**config.mk**
```make
export PLATFORM = sky130hd
export DESIGN_NAME = demap_align
export DESIGN_NICKNAME = d
export VERILOG_FILES = /design/src/rtl/demap_align_pkg.sv /design/src/rtl/demap_align_byte.sv /design/src/rtl/demap_align.sv
export SDC_FILE = /design/constraint.sdc
export NUM_CORES = 1
export LEC_CHECK = 0
export ABC_CLOCK_PERIOD_IN_PS = 9950
export CAP_MARGIN = 20
export CORE_MARGIN = 4
export CORE_UTILIZATION = 35
export DETAILED_ROUTE_END_ITERATION = 8
export PLACE_DENSITY = 0.61
export SLEW_MARGIN = 30
export SYNTH_ARGS = -nofsm -noshare
export SYNTH_HDL_FRONTEND = slang
export SYNTH_HIERARCHICAL = 1
export SYNTH_SLANG_ARGS = --single-unit
```
**constraint.sdc**
```tcl
create_clock -name clk -period 9.95 [get_ports clk]
set_input_delay 1.99 -clock clk [delete_from_list [all_inputs] [get_ports clk]]
set_output_delay 1.99 -clock clk [all_outputs]
set_load 0.01 [all_outputs]
```
**src/rtl/demap_align_pkg.sv**
```systemverilog
// Shared types and helpers for the link demapper/aligner: FSM states, default
// alignment word, counter width and the per-byte bit demap.
package demap_align_pkg;

  typedef enum logic [1:0] {
    HUNT   = 2'd0,
    VERIFY = 2'd1,
    LOCKED = 2'd2
  } state_t;

  localparam logic [31:0] ALIGN_PAT_DEF = 32'hA1B2C3D4;
  localparam int          CNT_W         = 4;

  // out[0..7] = in[7,5,3,1,6,4,2,0]; undoes the transmit-side bit scatter.
  function automatic logic [7:0] demap8(input logic [7:0] b);
    return {b[0], b[2], b[4], b[6], b[1], b[3], b[5], b[7]};
  endfunction

  function automatic logic [CNT_W-1:0] sat_inc(input logic [CNT_W-1:0] v);
    return (&v) ? v : v + CNT_W'(1);
  endfunction

endpackage

```
**src/rtl/demap_align_byte.sv**
```systemverilog
// 8-bit combinational bit demap for one byte lane.
module demap_byte
  import demap_align_pkg::*;
(
  input  logic [7:0] i_byte,
  output logic [7:0] o_byte
);

  assign o_byte = demap8(i_byte);

endmodule

```
**src/rtl/demap_align.sv**
```systemverilog
// Byte demap plus word alignment: hunts for ALIGN_PAT at one of four byte
// offsets in a two-word window, verifies it, and emits aligned words once locked.
module demap_align
  import demap_align_pkg::*;
#(
  parameter logic [31:0] ALIGN_PAT = ALIGN_PAT_DEF,
  parameter int unsigned LOCK_CNT  = 4,
  parameter int unsigned LOSS_CNT  = 3
) (
  input  logic        clk,
  input  logic        rst,
  input  logic        bypass,
  input  logic [31:0] din,
  input  logic        din_valid,
  input  logic        realign,
  output logic [31:0] dout,
  output logic        dout_valid,
  output logic        locked,
  output logic [1:0]  offset,
  output logic        align_err
);

  localparam logic [CNT_W-1:0] LOCK_C = CNT_W'(LOCK_CNT);
  localparam logic [CNT_W-1:0] LOSS_C = CNT_W'(LOSS_CNT);

  logic [31:0]      w_dm, w_word;
  logic [63:0]      w_win;
  logic [3:0][31:0] w_cand;
  logic [3:0]       w_hit;
  logic             w_any;
  logic [1:0]       w_k;

  logic [31:0]      r_d_prev, r_d_cur, r_dout;
  logic             r_eval, r_dout_valid, r_locked, r_align_err;
  logic [1:0]       r_offset, r_cand_off;
  logic [CNT_W-1:0] r_cnt, r_miss_cnt;
  state_t           r_state;

  for (genvar i = 0; i < 4; i++) begin : g_lane
    demap_byte u_demap (
      .i_byte (din[8*i +: 8]),
      .o_byte (w_dm[8*i +: 8])
    );
  end

  assign w_word = bypass ? din : w_dm;
  assign w_win  = {r_d_cur, r_d_prev};

  for (genvar k = 0; k < 4; k++) begin : g_cand
    assign w_cand[k] = w_win[8*k +: 32];
    assign w_hit[k]  = (w_cand[k] == ALIGN_PAT);
  end

  // Priority pick: lowest matching offset wins.
  always_comb begin
    w_any = 1'b0;
    w_k   = 2'd0;
    for (int k = 3; k >= 0; k--) begin
      if (w_hit[k]) begin
        w_any = 1'b1;
        w_k   = 2'(k);
      end
    end
  end

  always_ff @(posedge clk or posedge rst) begin
    if (rst) begin
      r_d_prev     <= '0;
      r_d_cur      <= '0;
      r_eval       <= 1'b0;
      r_state      <= HUNT;
      r_cnt        <= '0;
      r_miss_cnt   <= '0;
      r_cand_off   <= 2'd0;
      r_offset     <= 2'd0;
      r_dout       <= '0;
      r_dout_valid <= 1'b0;
      r_locked     <= 1'b0;
      r_align_err  <= 1'b0;
    end else begin
      r_dout_valid <= 1'b0;
      r_align_err  <= 1'b0;
      r_eval       <= din_valid;
      if (din_valid) begin
        r_d_prev <= r_d_cur;
        r_d_cur  <= w_word;
      end
      if (realign) begin
        r_state    <= HUNT;
        r_cnt      <= '0;
        r_miss_cnt <= '0;
        r_locked   <= 1'b0;
      end else if (r_eval) begin
        case (r_state)
          HUNT: if (w_any) begin
            r_cand_off <= w_k;
            r_cnt      <= CNT_W'(1);
            if (LOCK_C == CNT_W'(1)) begin
              r_state      <= LOCKED;
              r_locked     <= 1'b1;
              r_offset     <= w_k;
              r_miss_cnt   <= '0;
              r_dout       <= w_cand[w_k];
              r_dout_valid <= 1'b1;
            end else begin
              r_state <= VERIFY;
            end
          end
          VERIFY: if (w_hit[r_cand_off]) begin
            r_cnt <= sat_inc(r_cnt);
            if (sat_inc(r_cnt) >= LOCK_C) begin
              // The word that completes the lock is emitted too.
              r_state      <= LOCKED;
              r_locked     <= 1'b1;
              r_offset     <= r_cand_off;
              r_miss_cnt   <= '0;
              r_dout       <= w_cand[r_cand_off];
              r_dout_valid <= 1'b1;
            end
          end else begin
            r_state <= HUNT;
            r_cnt   <= '0;
          end
          LOCKED: begin
            r_dout       <= w_cand[r_offset];
            r_dout_valid <= 1'b1;
            if (w_any && (w_k == r_offset)) begin
              r_miss_cnt <= '0;
            end else if (w_any) begin
              if (sat_inc(r_miss_cnt) >= LOSS_C) begin
                r_state     <= HUNT;
                r_locked    <= 1'b0;
                r_align_err <= 1'b1;
                r_miss_cnt  <= '0;
                r_cnt       <= '0;
              end else begin
                r_miss_cnt <= sat_inc(r_miss_cnt);
              end
            end
          end
          default: r_state <= HUNT;
        endcase
      end
    end
  end

  assign dout       = r_dout;
  assign dout_valid = r_dout_valid;
  assign locked     = r_locked;
  assign offset     = r_offset;
  assign align_err  = r_align_err;

endmodule

```
Word-level counts from Yosys, hierarchy flattened:

Index checks and enable logic that the tools add are counted.

* register bits after elaboration: 114
* output and inout bits: 37
* logic and storage cells: 115

* $add $sub $neg: 2
* magnitude comparators: 4
* eq/ne operators: 17
* mux-type cells: 64
* bitwise operators: 1
* reductions and logical operators: 15

Operators by type and width (count)
* two-way mux 32 bit: 5
* binary-select mux 32 bit (select 2 bit): 2
* equality test 32 bit, second input constant: 4
* two-way mux 4 bit: 16
* one-hot mux 32 bit (2 select lines): 1
* two-way mux 2 bit: 12
* two-way mux 1 bit: 22
* != test 3 bit, second input constant: 6
* AND reduction 5 bit: 3
* one-hot mux 4 bit (3 select lines): 1
* AND reduction 4 bit: 3
* AND reduction 6 bit: 2
* adder 4 x 1 -> 4 bit, second input constant: 2
* != test 4 bit, second input constant: 2
* one-hot mux 4 bit (2 select lines): 1
* AND reduction 7 bit: 1
* < comparator 2 x 3 -> 1 bit, second input constant: 2
* one-hot mux 2 bit (3 select lines): 1
* >= comparator 4 x 2 -> 1 bit, second input constant: 1
* >= comparator 4 x 3 -> 1 bit, second input constant: 1
* != test 2 bit, second input constant: 2
* one-hot mux 1 bit (2 select lines): 2
* nonzero test 2 bit: 2
* nonzero test 4 bit: 1
* 8 further kinds: 8

Depth between registers and ports, before layout:

Gate-level depths: netlist of the first run.

* depth after elaboration: 11
* depth in mapped cells: 10
* gate-level depth less buffers: 9

Cells and area by module:

Netlist of the first run, hierarchy kept.

By module, submodules not included
* demap_align: times used 1, cells an instance 668, area each 7234.4 um^2
* demap_byte: times used 4, cells an instance 8, area each 60.1 um^2

Worst setup path before layout of the first run:

OpenSTA, ideal clock, no wires.

* path type: input port to flip-flop
* start point: in bypass
* end point: reg r_d_cur[0]
* setup time: 0.137 ns
* arrival time: 2.945 ns
* required time: 9.813 ns
* path slack: 6.868 ns
* cell stages on the path: 4
* path buffers: 2
* cells stage by stage: clkbuf_1 -> buf_1 -> mux2i_1 -> a21oi_1

* longest elaborated chain between the ends: 1

RTL lines
* from (decl): line demap_align.sv:12 `input logic bypass,`
* two-way mux 32 bit: line demap_align.sv:46 `assign w_word = bypass ? din : w_dm;`
* to (signal assigned): line demap_align.sv:86 `r_d_cur <= w_word;`
* to (decl): line demap_align.sv:33 `logic [31:0] r_d_prev, r_d_cur, r_dout;`

Every way passes these cells.
A chain may end at the register's enable or synchronous reset.

Final worst setup path of the first run:

* start point: in realign
* end point: reg r_dout[27], in the netlist dout[27]

* longest elaborated chain between the ends: 2

RTL lines
* from (decl): line demap_align.sv:15 `input logic realign,`
* inverter 1 bit (no line)
* AND reduction 5 bit (no line)
* to (signal assigned): line demap_align.sv:103 `r_dout <= w_cand[w_k];`
* to (signal assigned): line demap_align.sv:117 `r_dout <= w_cand[r_cand_off];`
* to (signal assigned): line demap_align.sv:125 `r_dout <= w_cand[r_offset];`
* to (decl): line demap_align.sv:33

Every way passes these cells.

==> metrics.csv, run 1 <==
metric,value,unit
cap_violations,0,
ios,74,
hold_violations,0,
die_w,154,um
yosysWarnings,6,
hpwl,13200,um
drive_gt1_share,18.7,%
ir_worst_vdd,0.000108,V
place_area,8140,sq um
num_antenna_cells,0,
clkTransAtPathRegs,60,ps
cp_max_fo,64,
rsz0062_at_grt,no,
required,10220,ps
antenna_found_initial,0,
synth_cell_types,61,
synth_nets,743,
period_minus_slack,3720,ps
worstSkewPairLatency,420,ps
antenna_left,0,
critPathLaunchType,input port,
synth_edf_count,0,
crit_chain,"clkdlybuf4s50_1, nor2b_1, nand3_4, nand2_1, o21ai_0",
viasPerCell,5.56,
portBuffers,73,
vias,5546,
routabilityCongestion,0.857,
yosys_most_used_dff,dfrtp_1,
path_class,in -> reg,
drt_wl_total,19300,um
wire_per_inst,19.3,um
finalSetupViolations,0,
grt_remaining_overflow,0,
holdPathEnd,dout[21],
grt_max_degree,98,
multiInputGateArea,4140,sq um
seqCellArea,2860,sq um
async_flop_share,100,%
syn_inst,700,
cts_root_buf,clkbuf_16,
drtIter0Drc,374,
cp_top_family,simple AND/OR/NAND/NOR gates,
finalCritPeriodShare,37.4,%
syn_avg_cell_area,10.7,sq um
reg2reg_depth,8,
worstHoldStart,dout[21],
die_y,154,um
fmax,269,MHz
ctsResizeCount,0,
syn_area,7470,sq um
post-cts-setup-buffers,0,
synth_commonest_cells,"dfrtp_1 (114), mux2i_1 (67), a21oi_1 (58)",
crit_buf_inv,1,
leakagePower,0.00328,uW
powerDensity,166,nW/um^2
cts_hold_buf,0,
drt_first_pass_iters,5,
hp-class,reg -> reg,
ys_seq_area_share,38.2,%
grt_pass1_vias,5292,
nFillCells,2041,
core,21000,sq um
rr_endpoint,dout[27],
rows,53,
cts_made_buffers,17,
fin_skew,11.6,ps
yosysTopAreaCellShare,38.2,%
drv_slew,0,
htreeDepth,4,
cp-end-kind,register,
max_stage_delay,630,ps
final_util,41.8,%
start_util,35.6,%
grtUsageTotal,16.4,%
cts.sinks,114,
cts_tree,done,
rrSetupSlack,6500,ps
die-area,23800,sq um
hold-path-cell-count,2,
power,1460,uW
crit_slowest_cell,clkdlybuf4s50_1,
final_cells,998,
fin_setup_tns,0,ps
synth.area.top_cells,"dfrtp_1 (38%), mux4_2 (14%), mux2i_1 (9.0%)",
final_cell_area,8780,sq um
area_growth,17.5,%
grt_pass1_wl,30600,um
drc,0,
crit_arrival,3990,ps
synth_most_common_cell,dfrtp_1,
ys_ff_latch,114,
clockBufferDepth,2,
layout.nets,753,
slew_headroom,42.3,%
placed_cells,966,
outcome,completed,
r2r_start,r_d_cur[1],
worstMarginPinSlew,865,ps
yosys.area.top_type,dfrtp_1,
==> cell families (layout without fill, tap and decap cells) <==
group	after synthesis	in the layout	share of synthesized area [%]
AND/OR/NAND/NOR	179	179	13.0
multiplexers	148	148	28.6
buffers and inverters	100	123	6.65
flip-flops	114	114	38.2
AO/OA/AOI/OAI	153	153	12.6
adder cells (fa/ha/maj)	6	6	1.00
==> routing by layer <==
metal | track usage, % | share of wire, % | vias to the layer above | wire length [um]
met4 | 4.04 | 1.3 | 0 | 256
met2 | 24.2 | 45 | 162 | 8580
met5 | 0 | 0 | - | 0
met3 | 5.04 | 7.2 | 19 | 1380
li1 | - | - | 2612 | -
met1 | 23.7 | 47 | 2753 | 9060
==> flip-flops by register name, indices dropped and copies added, names as in the netlist <==
name        count
align_err       1
r_d_cur        32
dout_valid      1
r_d_prev       32
dout           32
offset          2
r_state         2
r_cnt           4
r_miss_cnt      4
locked          1
r_eval          1
r_cand_off      2
==> how the worst max path moves through the flow <==
stage / startpoint / end / slack, ps / depth (start not counted)
CTS: realign / dout[16] / 5850 / 5
detailed placement: realign / dout[16] / 5400 / 5
finish: realign / dout[27] / 6230 / 5
global route: realign / dout[25] / 5920 / 5
global placement: realign / dout[28] / 5510 / 5
floorplan: rst / align_err / 4940 / 1
==> cell usage in the layout, fill, tap and decap left out, types with 4 or more instances in the layout <==
cell type and instances:
dfrtp_1 112, mux2_2 33, nor2_1 46, a21oi_1 58, o21ai_0 38, nor2b_1 21, mux4_2 45, nand2b_1 5
inv_1 10, ha_1 5, a211oi_1 25, nor3_1 9, and2_1 4, nor4bb_1 6, nand2_1 47, mux2i_1 67
buf_4 6, clkdlybuf4s50_1 71, nand4b_1 4, inv_6 4, clkbuf_16 17
==> power breakdown <==
| group | switching [uW] | internal (uW) |
|---|---|---|
| clock | 232 | 411 |
| combinational | 86.6 | 131 |
| sequential | 85.0 | 511 |
==> final cells by class <==
type / instances / area share, %
clock inverter: 13 / 1.98
multi-input combinational: 486 / 47.1
inverter: 12 / 0.541
timing repair buffer: 79 / 8.79
clock buffer: 19 / 5.16
sequential: 114 / 32.5
tap: 275 / 3.92
==> per-stage QoR <==
stage	worst slack [ps]	hold WS [ps]
after global placement	5510	465
after floorplan	4940	454
final	6230	478
after global routing	5920	506
after detailed placement	5400	470
after CTS	5850	483
==> worst register-to-register path, delay by kind of cell, from the launching register on <==
kind / cells / cell delay (ps)
simple gates: 4 / 1760
flops: 1 / 560
compound gates: 4 / 980
No activity file was read; power rests on OpenSTA's default activity.
==> run 2, diff against run 1 <==
--- a/config.mk
+++ b/config.mk
@@ -5,7 +5,7 @@
 export SDC_FILE = /design/constraint.sdc
 export NUM_CORES = 1
 export LEC_CHECK = 0
-export ABC_CLOCK_PERIOD_IN_PS = 9950
+export ABC_CLOCK_PERIOD_IN_PS = 3450
 export CAP_MARGIN = 20
 export CORE_MARGIN = 4
 export CORE_UTILIZATION = 35
==> constraint.sdc (replaced) <==
create_clock -name clk -period 3.45 [get_ports clk]
set_input_delay 0.69 -clock clk [delete_from_list [all_inputs] [get_ports clk]]
set_output_delay 0.69 -clock clk [all_outputs]
set_load 0.01 [all_outputs]
==> run 2 against run 1 <==
  * Die area did not move
  * Clock skew decreased by 0.88 ps
  * Via count rose by 3.2%
  * Sequential power increased to 2.8 times the previous value
  * Critical path type is now reg -> reg
  * Largest cell class unchanged
  * Largest power group unchanged
  * Highest routed layer unchanged
==> metrics.csv, run 2 (synthesized netlist as in run 1, its figures left out) <==
metric,value,unit
cp_top_family,simple AND/OR/NAND/NOR gates,
cp-end-kind,register,
crit_buf_inv,1,
vias,5725,
drv_slew,0,
die_y,154,um
crit_slowest_cell,or4b_1,
final_cell_mix,"dfrtp_1 (112), clkdlybuf4s50_1 (71), mux2i_1 (67)",
required,3730,ps
routabilityCongestion,0.846,
portBuffers,73,
clkTransAtPathRegs,60,ps
antenna_found_initial,0,
cts_made_buffers,17,
grt_max_degree,86,
grt_pass1_vias,5339,
num_antenna_cells,0,
max_stage_delay,620,ps
layout.nets,776,
hpwl,13900,um
power,4170,uW
rrSetupSlack,300,ps
hp-class,reg -> reg,
final_common_cell,dfrtp_1,
cts_root_buf,clkbuf_16,
drc,0,
slew_headroom,36.2,%
worstMarginPinSlew,957,ps
htreeDepth,4,
drt_first_pass_iters,5,
combPwrFrac,18.1,%
cap_violations,0,
post-cts-setup-buffers,0,
fin_skew,10.7,ps
outcome,completed,
grt_remaining_overflow,0,
grt_pass1_wl,31500,um
antenna_left,0,
cp_max_fo,64,
fmax,317,MHz
cts_tree,done,
drt_wl_total,20200,um
wire_per_inst,19.7,um
power_frac_seq,39.5,%
die-area,23800,sq um
core,21000,sq um
ctsResizeCount,0,
worstSkewPairLatency,430,ps
swShare,28.9,%
drive_gt1_share,21.2,%
crit_arrival,3430,ps
clockBufferDepth,2,
grtUsageTotal,17.0,%
critPathLaunchType,register,
cts.sinks,114,
p_switching,1210,uW
area_growth,19.4,%
ir_worst_vdd,0.000347,V
p_clk_share,42.5,%
finalSetupViolations,0,
rsz0062_at_grt,no,
period_minus_slack,3150,ps
rows,53,
leakagePower,0.00337,uW
crit_chain,"or4b_1, or4_4, o32a_2, o22a_1, o21ai_1, nand3_2, buf_4, nand2_1, o21ai_0",
cts_hold_buf,0,
drtIter0Drc,624,
viasPerCell,5.61,
powerDensity,468,nW/um^2
start_util,35.6,%
path_class,reg -> reg,
ios,74,
fin_setup_tns,0,ps
finalCritPeriodShare,91.3,%
p_int,2970,uW
die_w,154,um
hold_violations,0,
## run 2: cell count changes in the layout (fill, tap and decap cells not counted)
cell and delta:
buf_4 +23, clkbuf_8 -2, inv_6 +2, buf_12 +1, buf_6 -1, bufinv_16 -1, clkinv_4 +1, clkinvlp_4 +1
inv_4 -1, nand3_2 +1, nand3_4 -1
## run 2: power by group through the flow
| stage | Combinational [uW] | Sequential [uW] | Clock, uW |
|---|---|---|---|
| final | 754 | 1650 | 1770 |
| after global routing | 815 | 1670 | 1870 |
| after CTS | 756 | 1640 | 1800 |
| after detailed placement | 752 | 1670 | 0 |
| after global placement | 738 | 1660 | 0 |
| after floorplan | 458 | 1630 | 0 |
## run 2: through the flow
stage	cells	setup slack [ps]	utilization, %	cell area [sq um]	hold WS [ps]
global placement	989	386	39.6	8330	461
global route	1021	169	42.5	8920	495
detailed placement	989	359	39.6	8330	469
floorplan	700	658	-	7480	454
finish	1021	299	42.5	8920	474
CTS	1021	339	42.5	8920	483
## run 2: routing by layer
metal / vias up / wire length [um] / GRT usage, %
met5: - / 0 / 0
li1: 2673 / - / -
met2: 225 / 8970 / 25.0
met4: 0 / 418 / 5.51
met1: 2794 / 9280 / 24.8
met3: 33 / 1500 / 4.02
## run 2: worst paths after layout
| path | from | end | depth (start not counted) |
|---|---|---|---|
| min in group asynchronous | rst | r_d_cur[5] | 2 |
| worst min-delay path | dout[6] | dout[6] | 2 |
| worst max-delay path | r_d_prev[8] | dout[26] | 9 |
| max in group asynchronous | rst | offset[0] | 3 |
| worst max register to register | r_d_prev[8] | dout[26] | 9 |
| worst min register to register | dout[6] | dout[6] | 2 |
## run 2: area by class of cell
| cell class | instances | area (sq um) |
|---|---|---|
| Fill cell | 2005 | 12100 |
| Multi-Input combinational cell | 486 | 4130 |
| Sequential cell | 114 | 2860 |
| Timing Repair Buffer | 102 | 953 |
| Clock buffer | 17 | 425 |
| Tap cell | 275 | 344 |
| Clock inverter | 15 | 170 |
| Inverter | 12 | 48.8 |
## run 2: tightest hold or removal path, cell delays in order, from the launching register on
cell	delay, ps
dfrtp_1	340
nand2_1	40
o21ai_0	60
